## src/rtl/kitchen_timer_pkg.sv

```systemverilog
// Shared types and helpers for the MM:SS kitchen timer: FSM states, BCD digit
// type and the binary-to-BCD conversion used by the minute/second loads.
package kitchen_timer_pkg;

  typedef enum logic [1:0] {
    IDLE   = 2'd0,
    RUN    = 2'd1,
    PAUSED = 2'd2,
    DONE   = 2'd3
  } state_t;

  typedef logic [3:0] bcd_t;

  typedef struct packed {
    bcd_t tens;
    bcd_t ones;
  } bcd_pair_t;

  localparam bcd_t MAX_TENS = 4'd5;
  localparam bcd_t MAX_ONES = 4'd9;

  // Values above 59 saturate so a field can never hold an out-of-range time.
  function automatic bcd_pair_t bin6_to_bcd(input logic [5:0] bin);
    logic [5:0] val;
    bcd_pair_t  res;
    val      = (bin > 6'd59) ? 6'd59 : bin;
    res.tens = bcd_t'(val / 6'd10);
    res.ones = bcd_t'(val % 6'd10);
    return res;
  endfunction

endpackage

```

## src/rtl/kitchen_timer_core_tick_gen.sv

```systemverilog
// Step-rate generator: one-cycle tick every TICK_DIV (or FAST_DIV) enabled
// cycles; the partial count is kept while enable is low.
module timer_tick_gen #(
  parameter int TICK_DIV = 100_000_000,
  parameter int FAST_DIV = 1_000_000
) (
  input  logic clock,
  input  logic reset,
  input  logic enable,
  input  logic fast,
  input  logic clear,
  output logic tick
);

  localparam int CW = (TICK_DIV > 1) ? $clog2(TICK_DIV) : 1;
  localparam logic [CW-1:0] TICK_LAST = CW'(TICK_DIV - 1);
  localparam logic [CW-1:0] FAST_LAST = CW'(FAST_DIV - 1);

  logic [CW-1:0] cnt;
  logic [CW-1:0] last;

  assign last = fast ? FAST_LAST : TICK_LAST;

  // Greater-or-equal so switching to the fast rate mid-count cannot overrun.
  assign tick = enable && (cnt >= last);

  always_ff @(posedge clock) begin
    if (reset || clear) begin
      cnt <= '0;
    end else if (enable) begin
      cnt <= tick ? '0 : cnt + 1'b1;
    end
  end

endmodule

```

## src/rtl/kitchen_timer_core.sv

```systemverilog
// MM:SS kitchen timer: load/run/pause/alarm sequencing and the BCD up/down
// counter chain driving the 4-digit display and the alarm LED.
//
//   state  | meaning
//   IDLE   | stopped, loads accepted, tick counter held at 0
//   RUN    | counting on each tick, loads ignored
//   PAUSED | digits and partial tick count frozen, loads accepted
//   DONE   | alarm (led=1), digits frozen until load or start
module kitchen_timer_core
  import kitchen_timer_pkg::*;
#(
  parameter int TICK_DIV = 100_000_000,
  parameter int FAST_DIV = 1_000_000,
  parameter int UP_WRAP  = 0
) (
  input  logic        clock,
  input  logic        reset,
  input  logic [5:0]  num,
  input  logic        get_min,
  input  logic        get_sec,
  input  logic        start,
  input  logic        pause,
  input  logic        fast,
  input  logic        up,
  output logic        running,
  output logic        led,
  output logic [15:0] big_bin
);

  state_t      state;
  logic [15:0] digits;
  logic        tick;
  logic        tick_en;
  logic        tick_clr;
  logic        is_zero;
  logic        is_max;
  logic        load_req;
  logic [15:0] loaded;
  logic [15:0] up_next;
  logic [15:0] dn_next;

  function automatic logic [15:0] count_up(input logic [15:0] d);
    bcd_t m1, m0, s1, s0;
    {m1, m0, s1, s0} = d;
    if (s0 != MAX_ONES) begin
      s0 = s0 + 4'd1;
    end else begin
      s0 = 4'd0;
      if (s1 != MAX_TENS) begin
        s1 = s1 + 4'd1;
      end else begin
        s1 = 4'd0;
        if (m0 != MAX_ONES) begin
          m0 = m0 + 4'd1;
        end else begin
          m0 = 4'd0;
          m1 = (m1 != MAX_TENS) ? m1 + 4'd1 : 4'd0;
        end
      end
    end
    return {m1, m0, s1, s0};
  endfunction

  function automatic logic [15:0] count_down(input logic [15:0] d);
    bcd_t m1, m0, s1, s0;
    {m1, m0, s1, s0} = d;
    if (s0 != 4'd0) begin
      s0 = s0 - 4'd1;
    end else begin
      s0 = MAX_ONES;
      if (s1 != 4'd0) begin
        s1 = s1 - 4'd1;
      end else begin
        s1 = MAX_TENS;
        if (m0 != 4'd0) begin
          m0 = m0 - 4'd1;
        end else begin
          m0 = MAX_ONES;
          m1 = (m1 != 4'd0) ? m1 - 4'd1 : MAX_TENS;
        end
      end
    end
    return {m1, m0, s1, s0};
  endfunction

  function automatic logic [15:0] apply_load(input logic [15:0] d,
                                             input logic gm,
                                             input logic gs,
                                             input logic [5:0] val);
    logic [15:0] r;
    r = d;
    if (gm) r[15:8] = bin6_to_bcd(val);
    if (gs) r[7:0]  = bin6_to_bcd(val);
    return r;
  endfunction

  assign is_zero  = (digits == 16'h0000);
  assign is_max   = (digits == 16'h5959);
  assign load_req = get_min | get_sec;
  assign loaded   = apply_load(digits, get_min, get_sec, num);
  assign up_next  = count_up(digits);
  assign dn_next  = count_down(digits);

  // Pause wins over a coincident tick, so the tick counter must hold too.
  assign tick_en  = (state == RUN) && !pause;
  assign tick_clr = (state == IDLE) || (state == DONE);

  timer_tick_gen #(
    .TICK_DIV (TICK_DIV),
    .FAST_DIV (FAST_DIV)
  ) u_tick_gen (
    .clock  (clock),
    .reset  (reset),
    .enable (tick_en),
    .fast   (fast),
    .clear  (tick_clr),
    .tick   (tick)
  );

  always_ff @(posedge clock) begin
    if (reset) begin
      state   <= IDLE;
      digits  <= 16'h0000;
      running <= 1'b0;
      led     <= 1'b0;
    end else begin
      case (state)
        IDLE: begin
          if (pause) begin
            state <= PAUSED;
          end else if (start) begin
            if (!up && is_zero) begin
              state <= DONE;
              led   <= 1'b1;
            end else begin
              state   <= RUN;
              running <= 1'b1;
            end
          end else if (load_req) begin
            digits <= loaded;
          end
        end

        RUN: begin
          if (pause) begin
            state   <= PAUSED;
            running <= 1'b0;
          end else if (tick) begin
            if (up ? (is_max && (UP_WRAP == 0)) : is_zero) begin
              state   <= DONE;
              running <= 1'b0;
              led     <= 1'b1;
            end else begin
              digits <= up ? up_next : dn_next;
            end
          end
        end

        PAUSED: begin
          if (!pause) begin
            if (start) begin
              state   <= RUN;
              running <= 1'b1;
            end else if (load_req) begin
              digits <= loaded;
            end
          end
        end

        DONE: begin
          if (start) begin
            if (up || !is_zero) begin
              state   <= RUN;
              running <= 1'b1;
              led     <= 1'b0;
            end
          end else if (load_req) begin
            digits <= loaded;
            state  <= IDLE;
            led    <= 1'b0;
          end
        end

        default: begin
          state   <= IDLE;
          running <= 1'b0;
          led     <= 1'b0;
        end
      endcase
    end
  end

  assign big_bin = digits;

endmodule

```

## config.mk

```make
export PLATFORM = sky130hd
export DESIGN_NAME = kitchen_timer_core
export DESIGN_NICKNAME = d
export VERILOG_FILES = /design/src/rtl/kitchen_timer_pkg.sv /design/src/rtl/kitchen_timer_core_tick_gen.sv /design/src/rtl/kitchen_timer_core.sv
export SDC_FILE = /design/constraint.sdc
export NUM_CORES = 1
export LEC_CHECK = 0
export CELL_PAD_IN_SITES_DETAIL_PLACEMENT = 0
export CELL_PAD_IN_SITES_GLOBAL_PLACEMENT = 1
export CORE_MARGIN = 10
export CORE_UTILIZATION = 39
export CTS_CLUSTER_DIAMETER = 60
export DETAILED_ROUTE_END_ITERATION = 7
export HOLD_SLACK_MARGIN = 0.03
export PLACE_DENSITY = 0.87
export SETUP_SLACK_MARGIN = 0.3
export SLEW_MARGIN = 10
export SYNTH_ARGS = -nofsm -noshare
export SYNTH_HDL_FRONTEND = slang
export SYNTH_SLANG_ARGS = --single-unit
```

## constraint.sdc

```tcl
create_clock -name clock -period 2.68 [get_ports clock]
set_input_delay 0.536 -clock clock [delete_from_list [all_inputs] [get_ports clock]]
set_output_delay 0.536 -clock clock [all_outputs]
set_load 0.1 [all_outputs]
```

==> flow_summary_export.csv, run 1 <==
group,metric,value,unit
clocking,clkTransAtPathRegs,0.09,ns
critical_path,cp_max_fo,6,
synth,synth_top_area_share,24.1,%
placement,hpwl,8190,um
cells_and_area,stdcell_count,714,
placement,post-place-ws,-0.486,ns
floorplan,pin_count,32,
sta,slew_violations,0,
run_status,status,"completed",
synth,synthFlopType,"dfxtp_1",
global_routing,grt_first_pass_wirelength,18800,um
placement,place_area,4640,um^2
floorplan,die_y,120,um
synth,ys_ff_latch,47,
sta,slew_headroom,71.4,%
critical_path,worstSetupPathType,"primary input to flop",
sta,finalCritPeriodShare,96.0,%
floorplan,fp.dieW,120,um
sta,max_freq,0.389,GHz
clocking,insertion_delay,0.30,ns
cells_and_area,num_antenna_cells,0,
critical_path,crit_required,2.87,ns
clocking,h-tree-depth,2,
clocking,cts-root-buf,"clkbuf_8",
hold_path,hold_class,"flop to flop",
critical_path,end_kind,"flop",
synth,syn_inst,525,
critical_path,cp_slowest_cell,"or4_4",
sta,fin_skew,0.00678,ns
power,totalPowerFinal,3.04,mW
sta,rsz0062_at_grt,"yes",
floorplan,fp-row-count,36,
sta,fin_crit,2.57,ns
placement,io_buffers,31,
clocking,ctsHoldBuffers,0,
clocking,cts_tree,"yes",
cells_and_area,fillCellCount,935,
cells_and_area,fin_util,50.8,%
detailed_routing,route.detailed.drc,0,
synth,synth_nets,559,
floorplan,die_area,14400,um^2
power,ir_worst_vdd,0.319,mV
synth,synth_enable_flop_cells,0,
global_routing,grt_pass1_vias,4030,
sta,setup-violations-final,0,
cells_and_area,design_area,4960,um^2
clocking,cts_buffers,5,
synth,avgSynthCellArea,7.44,um^2
placement,gp_congestion,0.885,
synth,async_reset_ff_share,0,%
power,power_leakage,1.86,nW
global_routing,grt.total_usage,15.0,%
cells_and_area,area_growth,27.1,%
cells_and_area,seq_area,971,um^2
cells_and_area,final_cell_mix,"nor2_1, buf_4, nand2_1",
cells_and_area,drive_gt1_share,24.3,%
clocking,clk_path_buf_depth,2,
critical_path,max_stage_delay,0.48,ns
detailed_routing,final_antenna_net_count,0,
synth,yosysTopAreaCell,"dfxtp_1",
critical_path,path_cells,"buf_6 > buf_8 > inv_6 > ha_4 > nand3_2 > or4_4 > a211o_1 > and3_4 > o41a_1 > mux2_4",
synth,synthDistinctLibCells,67,
cells_and_area,layout.nets,614,
synth,syn-cell-area,3900,um^2
sta,timing_hold_violations_final,0,
sta,fin_ws,0.107,ns
floorplan,initial_core_util,39.9,%
detailed_routing,dr_total_vias,4025,
synth,synth-seq-area-share,24.1,%
global_routing,grt-ovfl-total,0,
detailed_routing,drtIter0Drc,261,
synth,synth-warning-count,0,
global_routing,grt_start_max_net_pins,27,
cells_and_area,layout_commonest_cell,"nor2_1",
floorplan,coreArea,9770,um^2
detailed_routing,drt_wl_total,11100,um
detailed_routing,firstDrtPassIters,4,
detailed_routing,viasPerCell,5.64,
critical_path,start_kind,"primary input",
sta,tightest_slew,0.424,ns
hold_path,whs_path_depth,2,
job,cap_violations,0,
clocking,cts.sinks,47,
critical_path,arrival,2.76,ns
synth,synthTopCellsByArea,"dfxtp_1, ha_1, nor2_1",
global_routing,antenna_found_initial,0,
detailed_routing,wl_per_cell,15.6,um
critical_path,r2r_cells,7,
power,power_per_cell_area,612,nW/um^2
placement,dpl.cell_count,701,
cells_and_area,multi_input_area,2960,um^2
[Yosys cell counts, types with 7 or more instances]
cell type and number:
nor2b_1 16, nor3_1 14, nand3_1 24, xor2_1 14, ha_1 20, and2_1 8
and4_1 7, o211ai_1 10, o21ai_0 30, nand2_1 40, inv_1 20, clkbuf_1 28
nand4_1 20, a31oi_1 11, and3_1 8, nor2_1 62, o31ai_1 7, a21oi_1 20
xnor2_1 16, or2_2 7, dfxtp_1 47, nand2b_1 7
[power breakdown]
| part | internal, mW | switching [mW] | total [mW] |
|---|---|---|---|
| registers | 0.765 | 0.114 | 0.879 |
| clock network | 0.212 | 0.254 | 0.466 |
| logic | 0.631 | 1.06 | 1.69 |
| total | 1.61 | 1.43 | 3.04 |
[flip-flops by register name (all words and copies together) (netlist names)]
name            count
running             1
big_bin            16
led                 1
state               2
u_tick_gen.cnt     27
[routing by layer]
layer	wire, um	global-route usage [%]	part of all wire [%]	up-vias
li1	-	-	-	2034
met1	5080	18.2	46	1916
met2	5660	27.6	51	69
met3	360	2.34	3.2	6
met4	44	1.81	0.39	0
met5	0	0	0	-
[worst max-delay path, delay by kind of cell]
family	cells	cell delay, ns
compound gates	2	0.67
buf+inv	3	0.24
fa+ha+maj	1	0.26
mux	1	0.31
simple gates	3	0.74
[cell families (layout without fill, tap and decap cells)]
logic type      after synthesis  after routing  share of synthesized area, %
compound gates              125            125                          22.1
xor+xnor                     30             30                          6.73
fa+ha+maj                    20             20                          6.41
buf+inv                      53            109                          5.38
flops                        47             47                          24.1
mux                           9              9                          2.53
simple gates                241            241                          32.7
[worst paths after layout]
path | slack [ns] | start | to
max reg2reg | 0.14 | u_tick_gen.cnt[17]$_SDFFE_PP0P_ | big_bin[7]$_SDFFE_PP0P_
min reg2reg | 0.49 | led$_SDFFE_PP0P_ | led$_SDFFE_PP0P_
min | 0.49 | led$_SDFFE_PP0P_ | led$_SDFFE_PP0P_
max | 0.11 | fast | big_bin[7]$_SDFFE_PP0P_
[layout make-up]
cell class	count	share of cell area (%)
Tap cell	133	3.35
Multi-Input combinational cell	425	59.6
Sequential cell	47	19.6
Clock buffer	6	1.66
Clock inverter	2	0.302
Timing Repair Buffer	81	13.9
Inverter	20	1.61
[repair_timing]
item	CTS	global route
setup buffers	5	0
setup endpoints to repair	47	47
resized for setup	29	16
pin swaps	22	6
[per-stage QoR]
step / setup TNS, ns / hold WS (ns)
2_1_floorplan: 0 / 0.479
3_3_place_gp: -16.93 / 0.455
3_5_place_dp: -18.25 / 0.467
4_1_cts: 0 / 0.495
5_1_grt: 0 / 0.524
6_report: 0 / 0.492
Note: power is estimated with default switching activity, not from simulation.
==> run 2: changes to the inputs <==
ABC_CLOCK_PERIOD_IN_PS = 2680   (was not set)
==> results of run 2 <==
The final DEF is identical to that of run 1; final timing and power are the same.
==> run 3: changes to the inputs <==
CORE_UTILIZATION = 40   (was 39)
DONT_BUFFER_PORTS = 1   (was not set)
PLACE_DENSITY = 0.82   (was 0.87)
==> run 3 against run 2 <==
  * Final cell count fell by 6.7%
  * Die area is 2.1% lower
  * Clock-buffer cell count up 1
  * Critical path type is now flop to flop
  * Critical endpoint unchanged
==> flow_summary_export.csv, run 3 (synthesis results as in run 1) <==
group,metric,value,unit
run_status,status,"completed",
global_routing,grt-ovfl-total,0,
detailed_routing,met2_length,5490,um
critical_path,crit_end,"big_bin[7]$_SDFFE_PP0P_",
sta,setup-violations-final,0,
detailed_routing,route.detailed.drc,0,
power,power_leakage,1.65,nW
floorplan,die_y,119,um
detailed_routing,wl_per_cell,16.6,um
power,switchingPower,1.41,mW
hold_path,min-delay-start,"reset",
clocking,h-tree-depth,2,
cells_and_area,layout_commonest_cell,"nor2_1",
detailed_routing,firstDrtPassIters,4,
sta,slew_headroom,68.3,%
power,swShare,47.4,%
power,power_per_cell_area,658,nW/um^2
placement,post-place-ws,0.0436,ns
detailed_routing,wl_met3,477,um
clocking,clkTransAtPathRegs,0.10,ns
floorplan,fp.dieW,119,um
critical_path,r2r_cells,7,
clocking,cts_buffers,5,
cells_and_area,fillCellCount,965,
sta,timing_hold_violations_final,0,
placement,gp_congestion,0.842,
floorplan,initial_core_util,41.7,%
global_routing,grt_first_pass_wirelength,18100,um
sta,whs,0.287,ns
global_routing,grt_pass1_vias,3666,
critical_path,crit_path_start,"u_tick_gen.cnt[15]$_SDFFE_PP0P_",
job,cap_violations,0,
floorplan,fp-row-count,35,
critical_path,start_kind,"flop",
sta,fin_skew,0.00788,ns
detailed_routing,viasPerCell,5.81,
detailed_routing,dr_total_vias,3869,
placement,hpwl,8180,um
detailed_routing,drt_wl_total,11000,um
sta,finalSetupTns,0,ns
cells_and_area,num_antenna_cells,0,
cells_and_area,design_area,4510,um^2
cells_and_area,largest_reg_flops,27,
placement,io_buffers,0,
clocking,cts_tree,"yes",
global_routing,antenna_found_initial,0,
floorplan,pin_count,32,
critical_path,rr_startpoint,"u_tick_gen.cnt[15]$_SDFFE_PP0P_",
hold_path,whs_path_depth,1,
critical_path,crit_required,2.88,ns
cells_and_area,layout.nets,570,
cells_and_area,area_growth,15.6,%
critical_path,arrival,2.58,ns
clocking,insertion_delay,0.31,ns
power,totalPowerFinal,2.97,mW
cells_and_area,regMostFlops,"u_tick_gen.cnt",
detailed_routing,final_antenna_net_count,0,
sta,fin_ws,0.301,ns
cells_and_area,final_cell_mix,"nor2_1, nand2_1, buf_4",
cells_and_area,stdcell_count,666,
cells_and_area,fin_util,48.2,%
power,p_comb_share,55.2,%
global_routing,grt.total_usage,14.9,%
sta,slew_violations,0,
hold_path,hold_class,"primary input to flop",
clocking,cts.sinks,47,
critical_path,worstSetupPathType,"flop to flop",
critical_path,r2r_end,"big_bin[7]$_SDFFE_PP0P_",
sta,finalCritPeriodShare,88.8,%
critical_path,cp_max_fo,6,
critical_path,rrSetupSlack,0.30,ns
power,internal-power,1.56,mW
placement,place_area,4270,um^2
placement,dpl.cell_count,653,
critical_path,end_kind,"flop",
clocking,cts-root-buf,"clkbuf_8",
detailed_routing,drtIter0Drc,201,
sta,fin_crit,2.38,ns
detailed_routing,wl_met1,4920,um
sta,rsz0062_at_grt,"yes",
floorplan,die_area,14100,um^2
detailed_routing,maxUsedRoutingLayer,"met4",
sta,max_freq,0.420,GHz
power,power_frac_seq,27.5,%
cells_and_area,drive_gt1_share,18.6,%
power,ir_worst_vdd,0.429,mV
floorplan,coreArea,9370,um^2
clocking,clk_path_buf_depth,2,
power,p_clk_share,17.3,%
sta,tightest_slew,0.476,ns
global_routing,grt_start_max_net_pins,27,
## run 3: how the worst min path moves through the flow
stage	endpoint	slack (ns)
after detailed placement	led$_SDFFE_PP0P_	0.47
after floorplan	u_tick_gen.cnt[1]$_SDFFE_PP0P_	0.48
after CTS	big_bin[14]$_SDFFE_PP0P_	0.28
after global placement	led$_SDFFE_PP0P_	0.46
after global routing	big_bin[1]$_SDFFE_PP0P_	0.28
final	big_bin[14]$_SDFFE_PP0P_	0.29
## run 3: timing repair
action,4_1_cts,5_1_grt
buffers inserted,3,2
pin swaps,0,6
hold endpoints to repair,0,0
hold buffers,0,0
setup endpoints to repair,5,37
resized for setup,6,13
## run 3: metal layers
metal,up-vias,global-route usage (%)
li1,1952,-
met1,1833,18.3
met2,71,25.9
met3,13,2.86
met4,0,3.97
met5,-,0
## run 3: area by class of cell
cell class | instances | area [um^2] | area share [%]
clock buffers | 7 | 97.6 | 2.16
clock inverters | 1 | 6.26 | 0.139
inverters | 20 | 77.6 | 1.72
multi-input cells | 425 | 2900 | 64.3
flip-flops and latches | 47 | 980 | 21.7
well taps | 129 | 161 | 3.58
repair buffers | 37 | 290 | 6.43
## run 3: power groups by stage
stage | Combinational, mW | Clock, mW | Sequential (mW)
after global routing | 1.78 | 0.543 | 0.828
final | 1.64 | 0.514 | 0.818
after floorplan | 0.884 | 0 | 1.14
after detailed placement | 1.56 | 0 | 0.833
after CTS | 1.57 | 0.523 | 0.817
after global placement | 1.54 | 0 | 0.832
## run 3: worst max-delay path: stages (launching register included)
cell and delay, ns:
dfxtp_2 0.35, ha_4 0.26, nand2_1 0.04, or4_4 0.48, a211o_1 0.29, and3_4 0.19
o41a_1 0.36, mux2_4 0.31
